File: config.mk
export PLATFORM = sky130hd
export DESIGN_NAME = imem_sequencer
export DESIGN_NICKNAME = d
export VERILOG_FILES = /design/src/rtl/imem_seq_pkg.sv /design/src/rtl/imem_lat_pipe.sv /design/src/rtl/imem_sequencer.sv
export SDC_FILE = /design/constraint.sdc
export NUM_CORES = 1
export LEC_CHECK = 0
export ABC_AREA = 1
export CAP_MARGIN = 20
export CORE_AREA = 2 2 115 117
export DETAILED_ROUTE_END_ITERATION = 8
export DIE_AREA = 0 0 117 119
export PLACE_DENSITY_LB_ADDON = 0.08
export SETUP_SLACK_MARGIN = 0.4
export SYNTH_ARGS = -nofsm -noshare
export SYNTH_HDL_FRONTEND = slang
export SYNTH_SLANG_ARGS = --single-unit
File: constraint.sdc
create_clock -name clk_i -period 3.7 [get_ports clk_i]
set_input_delay 0.74 -clock clk_i [delete_from_list [all_inputs] [get_ports clk_i]]
set_output_delay 0.74 -clock clk_i [all_outputs]
set_load 0.005 [all_outputs]
File: src/rtl/imem_seq_pkg.sv
// Shared types and helpers for the instruction-memory sequencer.
// Latency: n/a (types and constant functions only).
// Backpressure: n/a.
package imem_seq_pkg;

    typedef enum logic [2:0] {
        S_IDLE  = 3'd0,
        S_LOAD  = 3'd1,
        S_READ  = 3'd2,
        S_DRAIN = 3'd3,
        S_DONE  = 3'd4
    } seq_state_e;

    typedef enum logic {
        MODE_READ = 1'b0,
        MODE_LOAD = 1'b1
    } seq_mode_e;

    // Byte distance between consecutive instruction words.
    function automatic int unsigned word_stride(input int unsigned data_w);
        return data_w / 8;
    endfunction

endpackage

File: src/rtl/imem_lat_pipe.sv
// Read-latency tracker: delays the read-enable strobe by DEPTH cycles.
// Latency: vld_o follows vld_i by exactly DEPTH clock cycles.
// Backpressure: none; the pipe always advances.
//
// Ports:
//   clk_i  - clock, rising edge
//   rst_i  - synchronous active-high reset, flushes every stage
//   vld_i  - a read address is being issued this cycle
//   vld_o  - read data for an address issued DEPTH cycles ago is on the bus
//   busy_o - at least one read is still in flight
module imem_lat_pipe #(
    parameter int DEPTH = 1
) (
    input  logic clk_i,
    input  logic rst_i,
    input  logic vld_i,
    output logic vld_o,
    output logic busy_o
);

    logic [DEPTH-1:0] vld_q;

    always_ff @(posedge clk_i) begin
        if (rst_i) begin
            vld_q <= '0;
        end else begin
            vld_q <= (vld_q << 1) | DEPTH'(vld_i);
        end
    end

    assign vld_o  = vld_q[DEPTH-1];
    assign busy_o = |vld_q;

endmodule

File: src/rtl/imem_sequencer.sv
// Sequencer that loads a program into, or reads a run of words from, an instruction memory.
// Latency: write issued 1 cycle after a beat is accepted; read data returned RD_LAT+1 cycles after its address.
// Backpressure: LOAD beats use wvalid_i/wready_o; READ issues one address per cycle with no stalls.
//
// Ports:
//   clk_i, rst_i                 - clock and synchronous active-high reset
//   start_i, mode_i, len_i       - run request (sampled only in IDLE); len_i clamped to NUM_WORDS
//   wdata_i, wvalid_i, wready_o  - program word stream for LOAD runs
//   address_o, IWR_EN_o, IR_EN_o - memory address and write/read strobes
//   DATA_o, DATA_i               - memory write data / read data (read data RD_LAT cycles after address)
//   rdata_o, rvalid_o            - captured read word, valid for one cycle
//   busy_o, done_o               - run in progress / one-cycle end-of-run pulse
module imem_sequencer
    import imem_seq_pkg::*;
#(
    parameter int                ADDR_W    = 32,
    parameter int                DATA_W    = 32,
    parameter int                NUM_WORDS = 16,
    parameter logic [ADDR_W-1:0] BASE_ADDR = '0,
    parameter int                RD_LAT    = 1
) (
    input  logic                           clk_i,
    input  logic                           rst_i,
    input  logic                           start_i,
    input  logic                           mode_i,
    input  logic [$clog2(NUM_WORDS+1)-1:0] len_i,
    input  logic [DATA_W-1:0]              wdata_i,
    input  logic                           wvalid_i,
    output logic                           wready_o,
    output logic [ADDR_W-1:0]              address_o,
    output logic                           IWR_EN_o,
    output logic                           IR_EN_o,
    output logic [DATA_W-1:0]              DATA_o,
    input  logic [DATA_W-1:0]              DATA_i,
    output logic [DATA_W-1:0]              rdata_o,
    output logic                           rvalid_o,
    output logic                           busy_o,
    output logic                           done_o
);

    localparam int                LEN_W   = $clog2(NUM_WORDS + 1);
    localparam logic [ADDR_W-1:0] STRIDE  = ADDR_W'(word_stride(DATA_W));
    localparam logic [LEN_W-1:0]  MAX_LEN = LEN_W'(NUM_WORDS);

    // Address of word k; arithmetic is ADDR_W bits wide so it wraps silently.
    function automatic logic [ADDR_W-1:0] word_addr(input logic [LEN_W-1:0] k);
        return BASE_ADDR + ADDR_W'(k) * STRIDE;
    endfunction

    seq_state_e         state_q;
    logic [LEN_W-1:0]   idx_q;
    logic [LEN_W-1:0]   len_q;
    logic [LEN_W-1:0]   len_d;
    logic [ADDR_W-1:0]  addr_q;
    logic [DATA_W-1:0]  wdat_q;
    logic [DATA_W-1:0]  rdata_q;
    logic               iwr_q;
    logic               ir_q;
    logic               wready_q;
    logic               rvalid_q;
    logic               done_q;
    logic               pipe_vld;
    logic               pipe_busy;

    always_comb begin
        len_d = (len_i > MAX_LEN) ? MAX_LEN : len_i;
    end

    // The pipe tracks the registered read strobe, so pipe_vld lines up with
    // the cycle in which memory presents the data for that address.
    imem_lat_pipe #(
        .DEPTH (RD_LAT)
    ) u_lat_pipe (
        .clk_i  (clk_i),
        .rst_i  (rst_i),
        .vld_i  (ir_q),
        .vld_o  (pipe_vld),
        .busy_o (pipe_busy)
    );

    always_ff @(posedge clk_i) begin
        if (rst_i) begin
            state_q  <= S_IDLE;
            idx_q    <= '0;
            len_q    <= '0;
            addr_q   <= BASE_ADDR;
            wdat_q   <= '0;
            rdata_q  <= '0;
            iwr_q    <= 1'b0;
            ir_q     <= 1'b0;
            wready_q <= 1'b0;
            rvalid_q <= 1'b0;
            done_q   <= 1'b0;
        end else begin
            iwr_q    <= 1'b0;
            done_q   <= 1'b0;
            rvalid_q <= pipe_vld;
            if (pipe_vld) begin
                rdata_q <= DATA_i;
            end

            case (state_q)
                S_IDLE: begin
                    if (start_i) begin
                        len_q <= len_d;
                        idx_q <= '0;
                        if (len_d == '0) begin
                            state_q <= S_DONE;
                            done_q  <= 1'b1;
                        end else if (seq_mode_e'(mode_i) == MODE_LOAD) begin
                            state_q  <= S_LOAD;
                            wready_q <= 1'b1;
                        end else begin
                            // Word 0 goes out on the very first READ cycle.
                            state_q <= S_READ;
                            ir_q    <= 1'b1;
                            addr_q  <= word_addr('0);
                            idx_q   <= LEN_W'(1);
                        end
                    end
                end

                S_LOAD: begin
                    if (wready_q) begin
                        if (wvalid_i) begin
                            iwr_q  <= 1'b1;
                            addr_q <= word_addr(idx_q);
                            wdat_q <= wdata_i;
                            idx_q  <= idx_q + LEN_W'(1);
                            if (idx_q + LEN_W'(1) == len_q) begin
                                wready_q <= 1'b0;
                            end
                        end
                    end else begin
                        // Last write is on the bus this cycle.
                        state_q <= S_DONE;
                        done_q  <= 1'b1;
                    end
                end

                S_READ: begin
                    if (idx_q == len_q) begin
                        state_q <= S_DRAIN;
                        ir_q    <= 1'b0;
                    end else begin
                        addr_q <= word_addr(idx_q);
                        idx_q  <= idx_q + LEN_W'(1);
                    end
                end

                S_DRAIN: begin
                    // Once the pipe is empty the final rvalid_o is already out.
                    if (!pipe_busy) begin
                        state_q <= S_DONE;
                        done_q  <= 1'b1;
                    end
                end

                S_DONE: begin
                    state_q <= S_IDLE;
                end

                default: begin
                    state_q <= S_IDLE;
                end
            endcase
        end
    end

    assign wready_o  = wready_q;
    assign address_o = addr_q;
    assign IWR_EN_o  = iwr_q;
    assign IR_EN_o   = ir_q;
    assign DATA_o    = wdat_q;
    assign rdata_o   = rdata_q;
    assign rvalid_o  = rvalid_q;
    assign busy_o    = (state_q != S_IDLE);
    assign done_o    = done_q;

endmodule
After elaboration in Yosys (flattened, before gate mapping). Index checks and enable logic that the tools add are counted.

Flip-flop bits (word level): 115. Input port bits: 74. Word-level logic and storage cells: 85.

Bitwise logic cells: 2. Add/subtract/negate cells: 1. Order comparisons: 1. Eq/ne operators: 15. Muxes and demuxes: 40. Reduce and logical (&&, ||, !) cells: 14.

Operators with widths (number): $mux 32 (6); $pmux 32 s3 (1); $mux 5 (5); $ne 2x2->1 const B (10); $mux 1 (17); $mux 3 (5); $pmux 5 s3 (1); $pmux 3 s4 (1); $eq 5x5->1 (2); $reduce_and 5->1 (2); $reduce_and 4->1 (2); $reduce_and 7->1 (1); $eq 3x2->1 const B (2); $reduce_bool 3->1 (2); $add 5x1->5 const B (1); $gt 5x5->1 const B (1); $logic_not 5->1 (1); $pmux 1 s2 (2); $reduce_bool 2->1 (2); $eq 3x1->1 const B (1); $logic_not 3->1 (1); $pmux 1 s3 (1); $reduce_and 3->1 (1); $reduce_or 3->1 (1); 3 further kinds (4).

Depth between registers and ports, before layout.
Depth in word-level cells: 6. Depth in mapped cells: 11. Depth with buffers taken out: 11.

Cells and area by module. Synthesis repeated with hierarchy kept, for this count alone.

Cells, all modules: 498. Area total of the unflattened synthesis: 3762.4 µm².

Modules (own cells, without submodules): imem_sequencer (instances 1, seq. area each 1741.7 µm², area each 3724.8 µm², cells an instance 494); imem_lat_pipe (instances 1, seq. area each 20.0 µm², area each 37.5 µm², cells an instance 4).

Worst setup path before layout. OpenSTA, ideal clock, no wires.

Path kind: input -> register. Start point: in len_i[2]. End point: reg addr_q[2], in the netlist address_o[2]. Stages: 8. Required time: 3.590 ns. Data arrival time: 1.396 ns. Path buffers: 0. Path slack: 2.194 ns. Cells stage by stage: nor2_1 -> nand4_1 -> nand2_1 -> nand2_1 -> nand4_4 -> nand2_1 -> inv_1 -> nor2_2.

Cells in the longest elaborated chain, start to end: 5.

Ends and longest elaborated chain: start: declaration (line imem_sequencer.sv:26) `input logic [$clog2(NUM_WORDS+1)-1:0] len_i,`; $gt 5x5->1 (line imem_sequencer.sv:66) `len_d = (len_i > MAX_LEN) ? MAX_LEN : len_i;`; $mux 5 (*) (line imem_sequencer.sv:66); $logic_not 5->1 (*) (line imem_sequencer.sv:107) `if (len_d == '0) begin`; $ne 2x2->1 (no source line) (*); $reduce_and 7->1 (no source line) (*); end signal: assignment (line imem_sequencer.sv:117) `addr_q <= word_addr('0);`; end signal: assignment (line imem_sequencer.sv:127) `addr_q <= word_addr(idx_q);`; end signal: assignment (line imem_sequencer.sv:146) `addr_q <= word_addr(idx_q);`; end: declaration (line imem_sequencer.sv:54) `logic [ADDR_W-1:0] addr_q;`.

Mark *: on every way between the ends. The rest lies on a longest branch, timed or not. A chain may end at the register's enable or synchronous reset.

Worst setup path after layout.
Start point: reg state_q[2]. End point: out busy_o.

Cells in the longest elaborated chain, start to end: 1.

Ends and longest elaborated chain: start: declaration (line imem_sequencer.sv:50) `seq_state_e state_q;`; start signal: assignment (line imem_sequencer.sv:83) `state_q <= S_IDLE;`; start signal: assignment (line imem_sequencer.sv:108) `state_q <= S_DONE;`; start signal: assignment (line imem_sequencer.sv:111) `state_q <= S_LOAD;`; $reduce_bool 3->1 (line imem_sequencer.sv:177) `assign busy_o = (state_q != S_IDLE);`; end: declaration (line imem_sequencer.sv:37) `output logic busy_o,`.

No other way between the ends.

==> summary by stage <==
Yosys
Yosys mapped the design onto 36 distinct sky130hd cell types. Yosys attributes the largest share of cell area to sky130_fd_sc_hd__dfxtp_1 (47%), sky130_fd_sc_hd__nor2_1 (16%), sky130_fd_sc_hd__o21ai_0 (8.7%). The post-synthesis cell count is 499.

The most used flip-flop cell after synthesis is sky130_fd_sc_hd__dfxtp_1. Yosys printed 0 warnings. Synthesis inferred 88 register bits. Of all cell types, the one taking the most synthesized area is sky130_fd_sc_hd__dfxtp_1. The simple-gate share of the synthesized area is approximately 28%.

The synthesized netlist devotes less than 1% of its cell area to adder and majority cells. After synthesis, the share of cell area in mux cells is 0%. The sequential element share of the synthesized area is between 40% and 50%.

The fraction of synthesis flops using an asynchronous set or reset pin is 0%. The post-synthesis compound-gate area fraction is 11.8%. The proportion of netlist area held by the largest area contributor is 47.3%. Dividing the synthesized area by the synthesized cell count gives 7.47 um^2.

The summed instance area of the synthesized netlist is ~3700 um^2. The xor and xnor area share after synthesis is 1.38%. The count of flip-flops with a built-in enable after synthesis is 0. The combinational family with the most area after synthesis is simple AND/OR/NAND/NOR gates.

Timing
Derived from the worst setup path, the maximum achievable clock frequency is 0.453 GHz. The relative slew slack is 63.2%. The max-slew violation count is 0. Setup repair after global routing left no endpoint under its margin. At the pin with the least slew margin, the transition time is 0.552 ns. On the final layout, the worst hold slack is 0.470 ns.

The final worst setup slack is about 1.5 ns. The final worst-path cycle share is about three fifths. The final number of hold-violating endpoints came to 0. The clock arrives with slightly above 0.007 ns of skew. In the final timing run, aggregate negative setup slack is 0 ns. Setup violations remaining at the end of the flow were counted as 0. The minimum clock period is about 2.2 ns.

Placement
The worst-case setup slack after placement is between 1 and 1.5 ns. The HPWL after detailed placement is ~7200 um. The quantity of I/O buffers inserted on ports is 148. Routability-driven placement finished with a final weighted congestion of about 0.74.

Power
The power share of the clock group is 26.9%. IR analysis of the VDD net gives a maximum drop of 0.259 mV. The sequential fraction of design power is 36.2%. In this run the power density over the cells is 598 nW/um^2. The switching portion of total power is 34.4%. The internal power component is roughly 2.2 mW. In this run the power spent charging and discharging nets is about 1.2 mW. The analysis attributes to cell leakage a power of 2.42 nW. The logic gate share of total power is approximately 37%.

Floorplan
The area of the core is 12,900 um^2. For this configuration, the core starts out at a cell density of 28.9%. Measured along the y axis, the die boundary spans around 120 um.

The width of the chip is 117 um. The number of cell rows is 42. Pin placement for this block handled ~180 I/O pins.

The die footprint is 13,900 um^2.

Finish
The number of antenna diodes in the final layout is 0. Across the whole layout, storage elements account for between 1500 and 2000 um^2. Summing all multi-input logic gate instances after layout gives 1630 um^2.

The fill cell instance count of the final layout is 1,326. The layout-stage area growth over the synthesis result is 50.2%. The net count of the finished layout is 717. In the final layout, the share of cells above drive strength 1 is 6.96%.

Global route
The aggregate global-route resource usage is 15.4%. The via count of the first global-routing pass is approximately 3,500. The maximum number of pins on one net before global-route repair is 41.

The number of antenna violations at the first check in global routing is 0. Summed over all layers, the global routing overflow is 0. The first global-routing pass estimated 16,800 um of wire.

Clocking
The clock slew seen by the registers of the worst setup and hold paths is 0.07 ns. The clock tree synthesis step divided the H-tree into 3 levels. The clock tree buffer depth is 2. The number of clock buffers added by TritonCTS is 9.

The TritonCTS clock tree is yes. The post-CTS setup buffer count is 0. The clock sink total is a little under 90. After clock tree synthesis, the repair step resized 0 gates. The root buffer cell chosen for the clock tree is sky130_fd_sc_hd__clkbuf_16. For the worst-skew pair, the clock arrives at the later sink with an insertion delay of 0.34 ns. The number of hold-repair buffers added at the cts stage is 0.

Drt
The total DRC errors in the routed layout is 0. The detailed-routing iteration count for the pre-antenna-repair pass is 4. Summing over every cut layer, the via total after detailed routing is 3,506. The number of design-rule violations left by the first detailed-router iteration is between 100 and 150. The wire length per cell is 12.5 um. In the routed layout, each cell is associated on average with a via count of ~4.3.

After detailed routing, the total wire length is just over 10,000 um. The number of nets with antenna violations after routing is 0.

Critical path
Data on the critical path arrives at its endpoint at approximately 1.5 ns. The endpoint required time on the critical path is 2.96 ns. The worst register-to-register path begins at state_q[0]$_SDFFE_PP0P_.

By startpoint and endpoint, the worst setup path is classified as flop to output port. The launching instance or port of the critical path is state_q[2]$_SDFFE_PP0P_. The critical-path maximum fanout is 5. The worst setup path is captured at an output port. STA classifies the critical path startpoint as a flop.

Worst hold path
The worst hold path begins at IR_EN_o$_SDFFE_PP0P_. In this run the worst hold path is classified as flop to flop.

Run
Across the run, the number of max-cap violations was 0.

Status
The flow ran to the end, and the final reports show no timing, DRC or antenna violations.
cells in the final DEF (no fill, tap or decap), types with 7 or more instances in the layout:
master	n
sky130_fd_sc_hd__nor2_1	156
sky130_fd_sc_hd__inv_2	7
sky130_fd_sc_hd__inv_1	25
sky130_fd_sc_hd__clkbuf_16	9
sky130_fd_sc_hd__conb_1	27
sky130_fd_sc_hd__o21ai_1	7
sky130_fd_sc_hd__clkdlybuf4s50_1	148
sky130_fd_sc_hd__o21ai_0	65
sky130_fd_sc_hd__nand2_1	53
sky130_fd_sc_hd__dfxtp_1	88
sky130_fd_sc_hd__a21oi_1	8
layer usage:
metal	track usage (%)	share of wire [%]
met5	0	0
met4	4.56	0.89
met3	7.58	9.1
met2	24.5	47
met1	18.2	43
metrics by stage:
step	cell area [um^2]	total power, mW	std cells	util (%)
2_1_floorplan	3820	1.98	525	-
6_report	5600	3.35	823	43.5
5_1_grt	5600	3.59	823	43.5
3_5_place_dp	5280	2.46	806	41.0
3_3_place_gp	5280	2.45	806	41.0
4_1_cts	5570	3.39	822	43.3
flip-flops by register name (all words and copies together) (netlist names), 3 cells and up:
signal,cells
rdata_o,32
state_q,3
address_o,5
len_q,5
idx_q,5
DATA_o,32
final timing paths:
path,end,slack [ns],depth (start not counted)
min reg2reg,u_lat_pipe.busy_o$_SDFF_PP0_,0.47,2
max,busy_o,1.49,3
min,u_lat_pipe.busy_o$_SDFF_PP0_,0.47,2
max reg2reg,DATA_o[17]$_SDFFE_PP0P_,1.98,8
final cells by class:
class	instances	area share, %
inverter	35	2.44
clock buffer	10	4.09
tap	176	3.93
timing repair buffer	154	27.8
sequential	88	31.5
clock inverter	6	1.07
multi-input combinational	354	29.1
synthesized netlist by cell type, types with 2 or more instances:
cell type and number:
sky130_fd_sc_hd__a21oi_1 8, sky130_fd_sc_hd__a22oi_1 2, sky130_fd_sc_hd__buf_2 4, sky130_fd_sc_hd__buf_4 27, sky130_fd_sc_hd__clkbuf_1 15, sky130_fd_sc_hd__dfxtp_1 88, sky130_fd_sc_hd__inv_1 26, sky130_fd_sc_hd__inv_2 7
sky130_fd_sc_hd__nand2_1 53, sky130_fd_sc_hd__nand2_2 2, sky130_fd_sc_hd__nand2_4 3, sky130_fd_sc_hd__nand3_1 4, sky130_fd_sc_hd__nand3_4 2, sky130_fd_sc_hd__nand4_1 3, sky130_fd_sc_hd__nor2_1 156, sky130_fd_sc_hd__nor2_2 2
sky130_fd_sc_hd__nor2_4 3, sky130_fd_sc_hd__nor3_1 3, sky130_fd_sc_hd__o21ai_0 65, sky130_fd_sc_hd__o21ai_1 7, sky130_fd_sc_hd__xor2_1 4
cells by family (layout without fill, tap and decap cells):
logic type / Yosys count / after routing
AO/OA/AOI/OAI: 85 / 85
XOR/XNOR: 5 / 5
adder cells (fa/ha/maj): 1 / 1
buffers and inverters: 83 / 205
flip-flops: 88 / 88
other: 1 / 27
AND/OR/NAND/NOR: 236 / 236
critical path, stage by stage (launching register included):
cell	delay (ns)
sky130_fd_sc_hd__dfxtp_1	0.40
sky130_fd_sc_hd__nor2_2	0.07
sky130_fd_sc_hd__nand2_4	0.13
sky130_fd_sc_hd__clkdlybuf4s50_1	0.53
power by group through the flow:
stage	combinational (mW)	sequential, mW	clock (mW)
detailed placement	1.23	1.23	0
global route	1.38	1.23	0.978
global placement	1.22	1.23	0
CTS	1.24	1.21	0.943
floorplan	0.754	1.23	0
finish	1.23	1.21	0.901
(Power assumes the default switching activity.)
